File: config.mk
export PLATFORM = sky130hd
export DESIGN_NAME = csr_access_arbiter
export DESIGN_NICKNAME = d
export VERILOG_FILES = /design/src/rtl/csr_pkg.sv /design/src/rtl/csr_rmw_compute.sv /design/src/rtl/csr_access_arbiter.sv
export SDC_FILE = /design/constraint.sdc
export NUM_CORES = 1
export LEC_CHECK = 0
export ABC_AREA = 1
export CAP_MARGIN = 40
export CORE_MARGIN = 10
export CORE_UTILIZATION = 39
export CTS_CLUSTER_DIAMETER = 100
export DETAILED_ROUTE_END_ITERATION = 16
export PLACE_DENSITY_LB_ADDON = 0.25
export SYNTH_ARGS = -nofsm -noshare
export SYNTH_HDL_FRONTEND = slang
export SYNTH_HIERARCHICAL = 1
export SYNTH_SLANG_ARGS = --single-unit
File: constraint.sdc
create_clock -name clk -period 1.2 [get_ports clk]
set_input_delay 0.18 -clock clk [delete_from_list [all_inputs] [get_ports clk]]
set_output_delay 0.18 -clock clk [all_outputs]
set_load 0.05 [all_outputs]
File: src/rtl/csr_pkg.sv
// Shared encodings for the CSR access arbiter: op codes, FSM states,
// the latched request record and the read-only address decode.
package csr_pkg;

  localparam logic [1:0] CSR_OP_READ  = 2'b00;
  localparam logic [1:0] CSR_OP_WRITE = 2'b01;
  localparam logic [1:0] CSR_OP_SET   = 2'b10;
  localparam logic [1:0] CSR_OP_CLEAR = 2'b11;

  localparam logic [1:0] ST_IDLE  = 2'd0;
  localparam logic [1:0] ST_READ  = 2'd1;
  localparam logic [1:0] ST_WRITE = 2'd2;
  localparam logic [1:0] ST_DONE  = 2'd3;

  localparam logic [1:0] CSR_READONLY_BITS = 2'b11;

  typedef struct packed {
    logic [1:0]  op;
    logic [11:0] address;
    logic [31:0] data;
  } csrReq_t;

  function automatic logic is_readonly(input logic [11:0] address);
    return address[11:10] == CSR_READONLY_BITS;
  endfunction

endpackage

File: src/rtl/csr_rmw_compute.sv
// Combinational read-modify-write datapath: new CSR value from op/old/data,
// plus whether the op actually needs a write cycle.
module csr_rmw_compute
  import csr_pkg::*;
(
  input  logic [1:0]  op,
  input  logic [31:0] oldValue,
  input  logic [31:0] data,
  output logic [31:0] newValue,
  output logic        writeNeeded
);

  always_comb begin
    newValue    = oldValue;
    writeNeeded = 1'b0;
    case (op)
      CSR_OP_WRITE: begin
        newValue    = data;
        writeNeeded = 1'b1;
      end
      // Set/clear with an empty mask cannot change anything, so skip the write.
      CSR_OP_SET: begin
        newValue    = oldValue | data;
        writeNeeded = |data;
      end
      CSR_OP_CLEAR: begin
        newValue    = oldValue & ~data;
        writeNeeded = |data;
      end
      default: ;
    endcase
  end

endmodule

File: src/rtl/csr_access_arbiter.sv
// Shares the CSR file port between core and (with CSR_DEBUG_PORT_EN) a debug
// requester; each op is an atomic READ -> [WRITE] -> DONE sequence.
module csr_access_arbiter
  import csr_pkg::*;
#(
  parameter bit DEBUG_PRIORITY = 1'b1,
  parameter bit READONLY_ERROR = 1'b1
) (
  input  logic        clk,
  input  logic        rst,
  input  logic        core_req,
  input  logic [1:0]  core_op,
  input  logic [11:0] core_address,
  input  logic [31:0] core_writeData,
  output logic [31:0] core_readData,
  output logic        core_ack,
  output logic        core_error,
`ifdef CSR_DEBUG_PORT_EN
  input  logic        dbg_req,
  input  logic [1:0]  dbg_op,
  input  logic [11:0] dbg_address,
  input  logic [31:0] dbg_writeData,
  output logic [31:0] dbg_readData,
  output logic        dbg_ack,
  output logic        dbg_error,
`endif
  output logic        csrReadEnable,
  output logic [11:0] csrReadAddress,
  input  logic [31:0] csrReadData,
  output logic        csrWriteEnable,
  output logic [11:0] csrWriteAddress,
  output logic [31:0] csrWriteData
);

  logic [1:0]  state;
  csrReq_t     latched;
  csrReq_t     selReq;
  logic        anyReq;
  logic        pickDbg;
  logic        grantDbg;
  logic [31:0] oldValue;
  logic        errFlag;
  logic [31:0] newValue;
  logic        writeNeeded;
  logic        readOnly;
  logic        opDone;

`ifdef CSR_DEBUG_PORT_EN
  assign anyReq  = core_req | dbg_req;
  assign pickDbg = dbg_req & (~core_req | DEBUG_PRIORITY);
  assign selReq  = pickDbg ? '{op: dbg_op, address: dbg_address, data: dbg_writeData}
                           : '{op: core_op, address: core_address, data: core_writeData};
`else
  // Core is the only requester; the priority setting has nothing to decide.
  logic unusedPriority;
  assign unusedPriority = DEBUG_PRIORITY;
  assign anyReq  = core_req;
  assign pickDbg = 1'b0;
  assign selReq  = '{op: core_op, address: core_address, data: core_writeData};
`endif

  assign readOnly = is_readonly(latched.address);

  csr_rmw_compute uRmw (
    .op          (latched.op),
    .oldValue    (oldValue),
    .data        (latched.data),
    .newValue    (newValue),
    .writeNeeded (writeNeeded)
  );

  always_ff @(posedge clk) begin
    if (rst) begin
      state    <= ST_IDLE;
      latched  <= '0;
      grantDbg <= 1'b0;
      oldValue <= '0;
      errFlag  <= 1'b0;
    end else begin
      case (state)
        ST_IDLE: if (anyReq) begin
          latched  <= selReq;
          grantDbg <= pickDbg;
          errFlag  <= 1'b0;
          state    <= ST_READ;
        end
        ST_READ: begin
          oldValue <= csrReadData;
          if (!writeNeeded) begin
            state <= ST_DONE;
          end else if (readOnly) begin
            errFlag <= READONLY_ERROR;
            state   <= ST_DONE;
          end else begin
            state <= ST_WRITE;
          end
        end
        ST_WRITE: state <= ST_DONE;
        default:  state <= ST_IDLE;
      endcase
    end
  end

  // Gating with rst keeps an aborted op from committing its write or ack.
  assign csrReadEnable   = (state == ST_READ)  & ~rst;
  assign csrWriteEnable  = (state == ST_WRITE) & ~rst;
  assign csrReadAddress  = latched.address;
  assign csrWriteAddress = latched.address;
  assign csrWriteData    = newValue;
  assign opDone          = (state == ST_DONE) & ~rst;

  assign core_ack      = opDone & ~grantDbg;
  assign core_readData = core_ack ? oldValue : '0;
  assign core_error    = core_ack & errFlag;

`ifdef CSR_DEBUG_PORT_EN
  assign dbg_ack      = opDone & grantDbg;
  assign dbg_readData = dbg_ack ? oldValue : '0;
  assign dbg_error    = dbg_ack & errFlag;
`endif

endmodule

==> metrics.md, run 1 <==
| Metric | Value |
|---|---|
| CTS sink cnt | 81 |
| Post-CTS Hold Buffers | 0 |
| Status | stopped before the end |
| Die height | 122.8 µm |
| Synth Cell Area | 4121 µm² |
| Post-synthesis sequential area ratio | 39.34% |
| Initial Util | 39.92% |
| Syn avg cell area | 6.768 µm² |
| Error | [ERROR DPL-0038] Utilization greater than 100%, impossible to legalize |
| Biggest area consumer among synthesized cells | dfxtp_1 |
| Failed at | global routing |
| Syn Nets | 695 |
| Routability congestion estimate | 0.8090 |
| Worst endpoint after global-route timing repair | csrWriteData[31] |
| Largest net degree at the start of global routing | 31 |
| H-tree level count | 3 |
| I/O pins | 173 |
| Deepest clock path buffer count | 2 |
| Die Width | 122.8 µm |
| Post-synthesis cell type count | 20 |
| Synthesis Warnings | 6 |
| CTS Root Cell | clkbuf_8 |
| Post-Syn Instances | 609 |
| Most area-consuming cells after synthesis | dfxtp_1, nor2_1, inv_1 |
| Placed wire-length estimate | 12.52 mm |
| Post-synth top area share | 39.34% |
| Std cell rows | 37 |
| CTS Buf Count | 9 |
| Port Buffers | 172 |
| Category of the worst endpoint | primary output |
| Yosys reg bits | 81 |
-- what timing repair did --
item / in CTS
gates resized for setup: 216
hold endpoints to repair: 0
cloned: 21
pin swaps: 28
endpoints found under the setup margin: 151
buffers inserted: 33
-- cells by family after synthesis --
logic type	after synthesis	synth area share (%)
compound gates	177	22.40
simple gates	177	16.48
buf+inv	168	19.85
flops	81	39.34
fa+ha+maj	5	1.518
xor+xnor	1	0.3948
-- synthesized netlist by cell type (all sizes together) --
library cell,instances
a21oi,64
buf,50
clkbuf,11
clkinv,1
dfxtp,81
ha,5
inv,106
nand2,19
nand3,8
nor2,150
o21ai,83
o22ai,30
xnor2,1
-- through the flow --
stage	setup slack [ps]	util, %	std cells	hold slack (ps)	area, µm²
global placement	-439.0	77.88	942	463.3	8040
floorplan	-139.9	-	609	239.4	4975
CTS	-630.9	94.47	1010	420.0	9753
detailed placement	-506.2	77.88	942	473.2	8040
==> run 2: changes to the inputs <==
- CORE_UTILIZATION: 39 -> 35
- CTS_CLUSTER_DIAMETER: 100 -> default
- PLACE_DENSITY_LB_ADDON: 0.25 -> 0.15
- clock period: 1.2 -> 1.56 ns (I/O delays scaled with it)
==> metrics.md, run 2 <==
| Metric | Value |
|---|---|
| Pint | 8.192 mW |
| Combinational share of power | 65.6% |
| Syn avg cell area | 6.768 µm² |
| Placed Instance Area | 6673 µm² |
| Power per cell area | 2057 nW/µm² |
| Post-synthesis cell type count | 20 |
| Global-route wire length before repair | 23.56 mm |
| DRT Pass-1 Iters | 4 |
| Via density | 4.812 |
| Hold path depth | 3 |
| Setup violators final | 66 |
| Most frequent cell after synthesis | nor2_1 |
| Placed wire-length estimate | 10.79 mm |
| Switching share of total power | 47.42% |
| Top reg by flops | latched |
| Setup WS pre-CTS | -146.4 ps |
| Post-synth EDFFs | 0 |
| Sw Pwr | 7.387 mW |
| Tot Pwr | 15.58 mW |
| Clock power frac | 12.8% |
| Post-CTS Hold Buffers | 0 |
| Most frequent cells in the layout | nor2_1, inv_1, clkdlybuf4s50_1 |
| Syn Nets | 695 |
| Final wirelength | 15.03 mm |
| Critical-path cell list | nor2_4 -> buf_8 -> a21oi_1 -> o22ai_2 -> buf_12 |
| Final hold violation count | 0 |
| CTS Root Cell | clkbuf_16 |
| Worst r2r path cells | 7 |
| Filler instances | 926 |
| R2R Path End | latched[21] |
| Via count | 4374 |
| Total Routing Usage GR | 17.80% |
| I/O pins | 173 |
| Multi-input logic area | 2251 µm² |
| Slowest stage delay, CP | 380 ps |
| Worst R2R Start | state[0] |
| Power share of the sequential group | 21.6% |
| Fmax achieved | 0.5907 GHz |
| Failing checks | negative setup slack |
| Routability congestion estimate | 0.7900 |
| Crit-path leading delay family | flip-flops |
| Most area-consuming cells after synthesis | dfxtp_1, nor2_1, inv_1 |
| Biggest area consumer among synthesized cells | dfxtp_1 |
| CTS clock-pin slew for the worst setup and hold paths | 60 ps |
| RSZ-0062 raised after global routing | true |
| Worst endpoint required time | 1330 ps |
| Tmin final | 1693 ps |
| Clock Skews | 6.170 ps |
| Main combinational cell family by area after synthesis | compound AO/OA/AOI/OAI gates |
| Cell area after layout | 7572 µm² |
| Synth async-reset ratio | 0% |
| Final WS setup | -132.9 ps |
| Initial Util | 35.94% |
| Worst hold path type | input port to register |
| Status | finished, violations left |
| Drt wl/cell | 16.53 µm |
| Multiplexer share of the synthesized area | 0% |
| Worst Setup Path Type | register to primary output |
| Period utilization | 108.5% |
| Clock latency on the worst-skew pair | 340 ps |
| N_diodes | 0 |
| Post-synthesis sequential area ratio | 39.34% |
| Layout area overhead | 83.73% |
| CTS sink cnt | 81 |
| Top_reg_cell synth | dfxtp_1 |
| Vias in the first global route | 4436 |
| Buffers & Inverters on Critical Path | 2 |
| Synth Area in Compound Gates | 22.40% |
| Hold path start | rst |
| CTS tree | yes |
| H-tree level count | 3 |
| FF+latch area | 1640 µm² |
| Layout cells sized above 1 | 30.03% |
| Largest net degree at the start of global routing | 50 |
| DRC viols | 0 |
| Most common cell after layout, fill and taps aside | nor2_1 |
| CP arrival | 1460 ps |
| Worst setup EP type | primary output |
| Fin. max-slew vios | 0 |
| XOR/XNOR Fraction of Synth Area | 0.3947% |
| Max-cap viol count | 0 |
| CP max-delay cell | dfxtp_4 |
| Die Width | 128.5 µm |
| Port Buffers | 172 |
| Deepest clock path buffer count | 2 |
| Drt initial violations | 201 |
| Largest register FFs | 34 |
| Std cell rows | 39 |
| CP startpoint kind | register |
| Yosys reg bits | 81 |
| Initial antenna violation count | 0 |
| Post-route ant nets | 0 |
| Post-Syn Instances | 609 |
| Slew HR | 70.18% |
| Simple logic cell fraction of the synthesized area | 16.48% |
| LEAKAGE | 2.947 nW |
| NumNets Final | 847 |
| Post-synthesis adder-cell area fraction | 1.518% |
| Die area | 16520 µm² |
| Synth Cell Area | 4121 µm² |
| CP max FO | 10 |
| Post-synth top area share | 39.34% |
| Reg2Reg Setup Slack | 130 ps |
| Die height | 128.5 µm |
| Core footprint | 11470 µm² |
| CTS Buf Count | 9 |
| Synthesis Warnings | 6 |
| Post-synth top cells | nor2_1, inv_1, dfxtp_1 |
| Gr ovfl total | 0 |
| Max VDD drop | 1.486 mV |
| Worst-Margin Slew | 447.4 ps |
| Hold Path End | state[1] |
==> run 2: cells by family (layout without fill, tap and decap cells) <==
kind of cell,Yosys count,after routing
adder cells (fa/ha/maj),5,5
flip-flops,81,81
XOR/XNOR,1,1
buffers and inverters,168,325
AND/OR/NAND/NOR,177,177
AO/OA/AOI/OAI,177,177
==> run 2: repair_timing <==
action / CTS / global route
pin swaps: 3 / 8
setup endpoints to repair: 68 / 92
setup buffers: 5 / 2
resized for setup: 108 / 24
cloned: 4 / 1
==> run 2: final cells by class <==
class	instances	share of cell area, %
Timing Repair Buffer	202	37.14
Multi-Input combinational cell	360	29.73
Sequential cell	81	21.66
Inverter	107	5.453
Clock buffer	14	3.486
Tap cell	143	2.363
Clock inverter	2	0.1652
==> run 2: per-stage QoR <==
stage	setup TNS [ps]	hold slack, ps	instances	utilization [%]
2_1_floorplan	-4177	303.1	609	-
3_3_place_gp	-2199	461.7	883	58.19
3_5_place_dp	-3724	461.4	883	58.19
4_1_cts	-7471	484.4	908	65.07
5_1_grt	-10760	316.4	909	66.03
6_report	-6989	301.3	909	66.03
==> run 2: layer usage <==
metal	share of wire, %	vias up	global-route usage (%)
li1	-	2204	-
met1	41	2032	20.79
met2	49	122	29.64
met3	7.8	16	6.242
met4	1.6	0	6.221
met5	0	-	0
==> run 2: power groups by stage <==
stage | clock [mW] | combinational [mW] | sequential, mW
finish | 1.99 | 10.2 | 3.37
CTS | 2.05 | 10.1 | 3.36
global route | 2.12 | 10.9 | 3.46
global placement | 0 | 9.29 | 3.34
detailed placement | 0 | 9.43 | 3.38
floorplan | 0 | 6.02 | 3.20
==> run 2: how the worst max path moves through the flow <==
stage / slack (ps) / cells past startpoint / to / startpoint
finish: -130 / 5 / csrWriteData[11] / latched[44]
global route: -200 / 5 / csrWriteData[0] / latched[44]
CTS: -150 / 5 / csrWriteData[19] / latched[44]
detailed placement: -150 / 6 / core_readData[8] / rst
global placement: -80 / 6 / core_error / rst
floorplan: -140 / 4 / core_readData[22] / state[0]
==> run 2: worst register-to-register path, delay by kind of cell (launching register included) <==
| kind | cells | cell delay, ps |
|---|---|---|
| AOI/OAI and AO/OA | 1 | 200 |
| adders and majority gates | 1 | 220 |
| buffers and inverters | 3 | 380 |
| DFF | 1 | 350 |
| and+or+nand+nor | 2 | 160 |
Note: power is estimated with default switching activity, not from simulation.
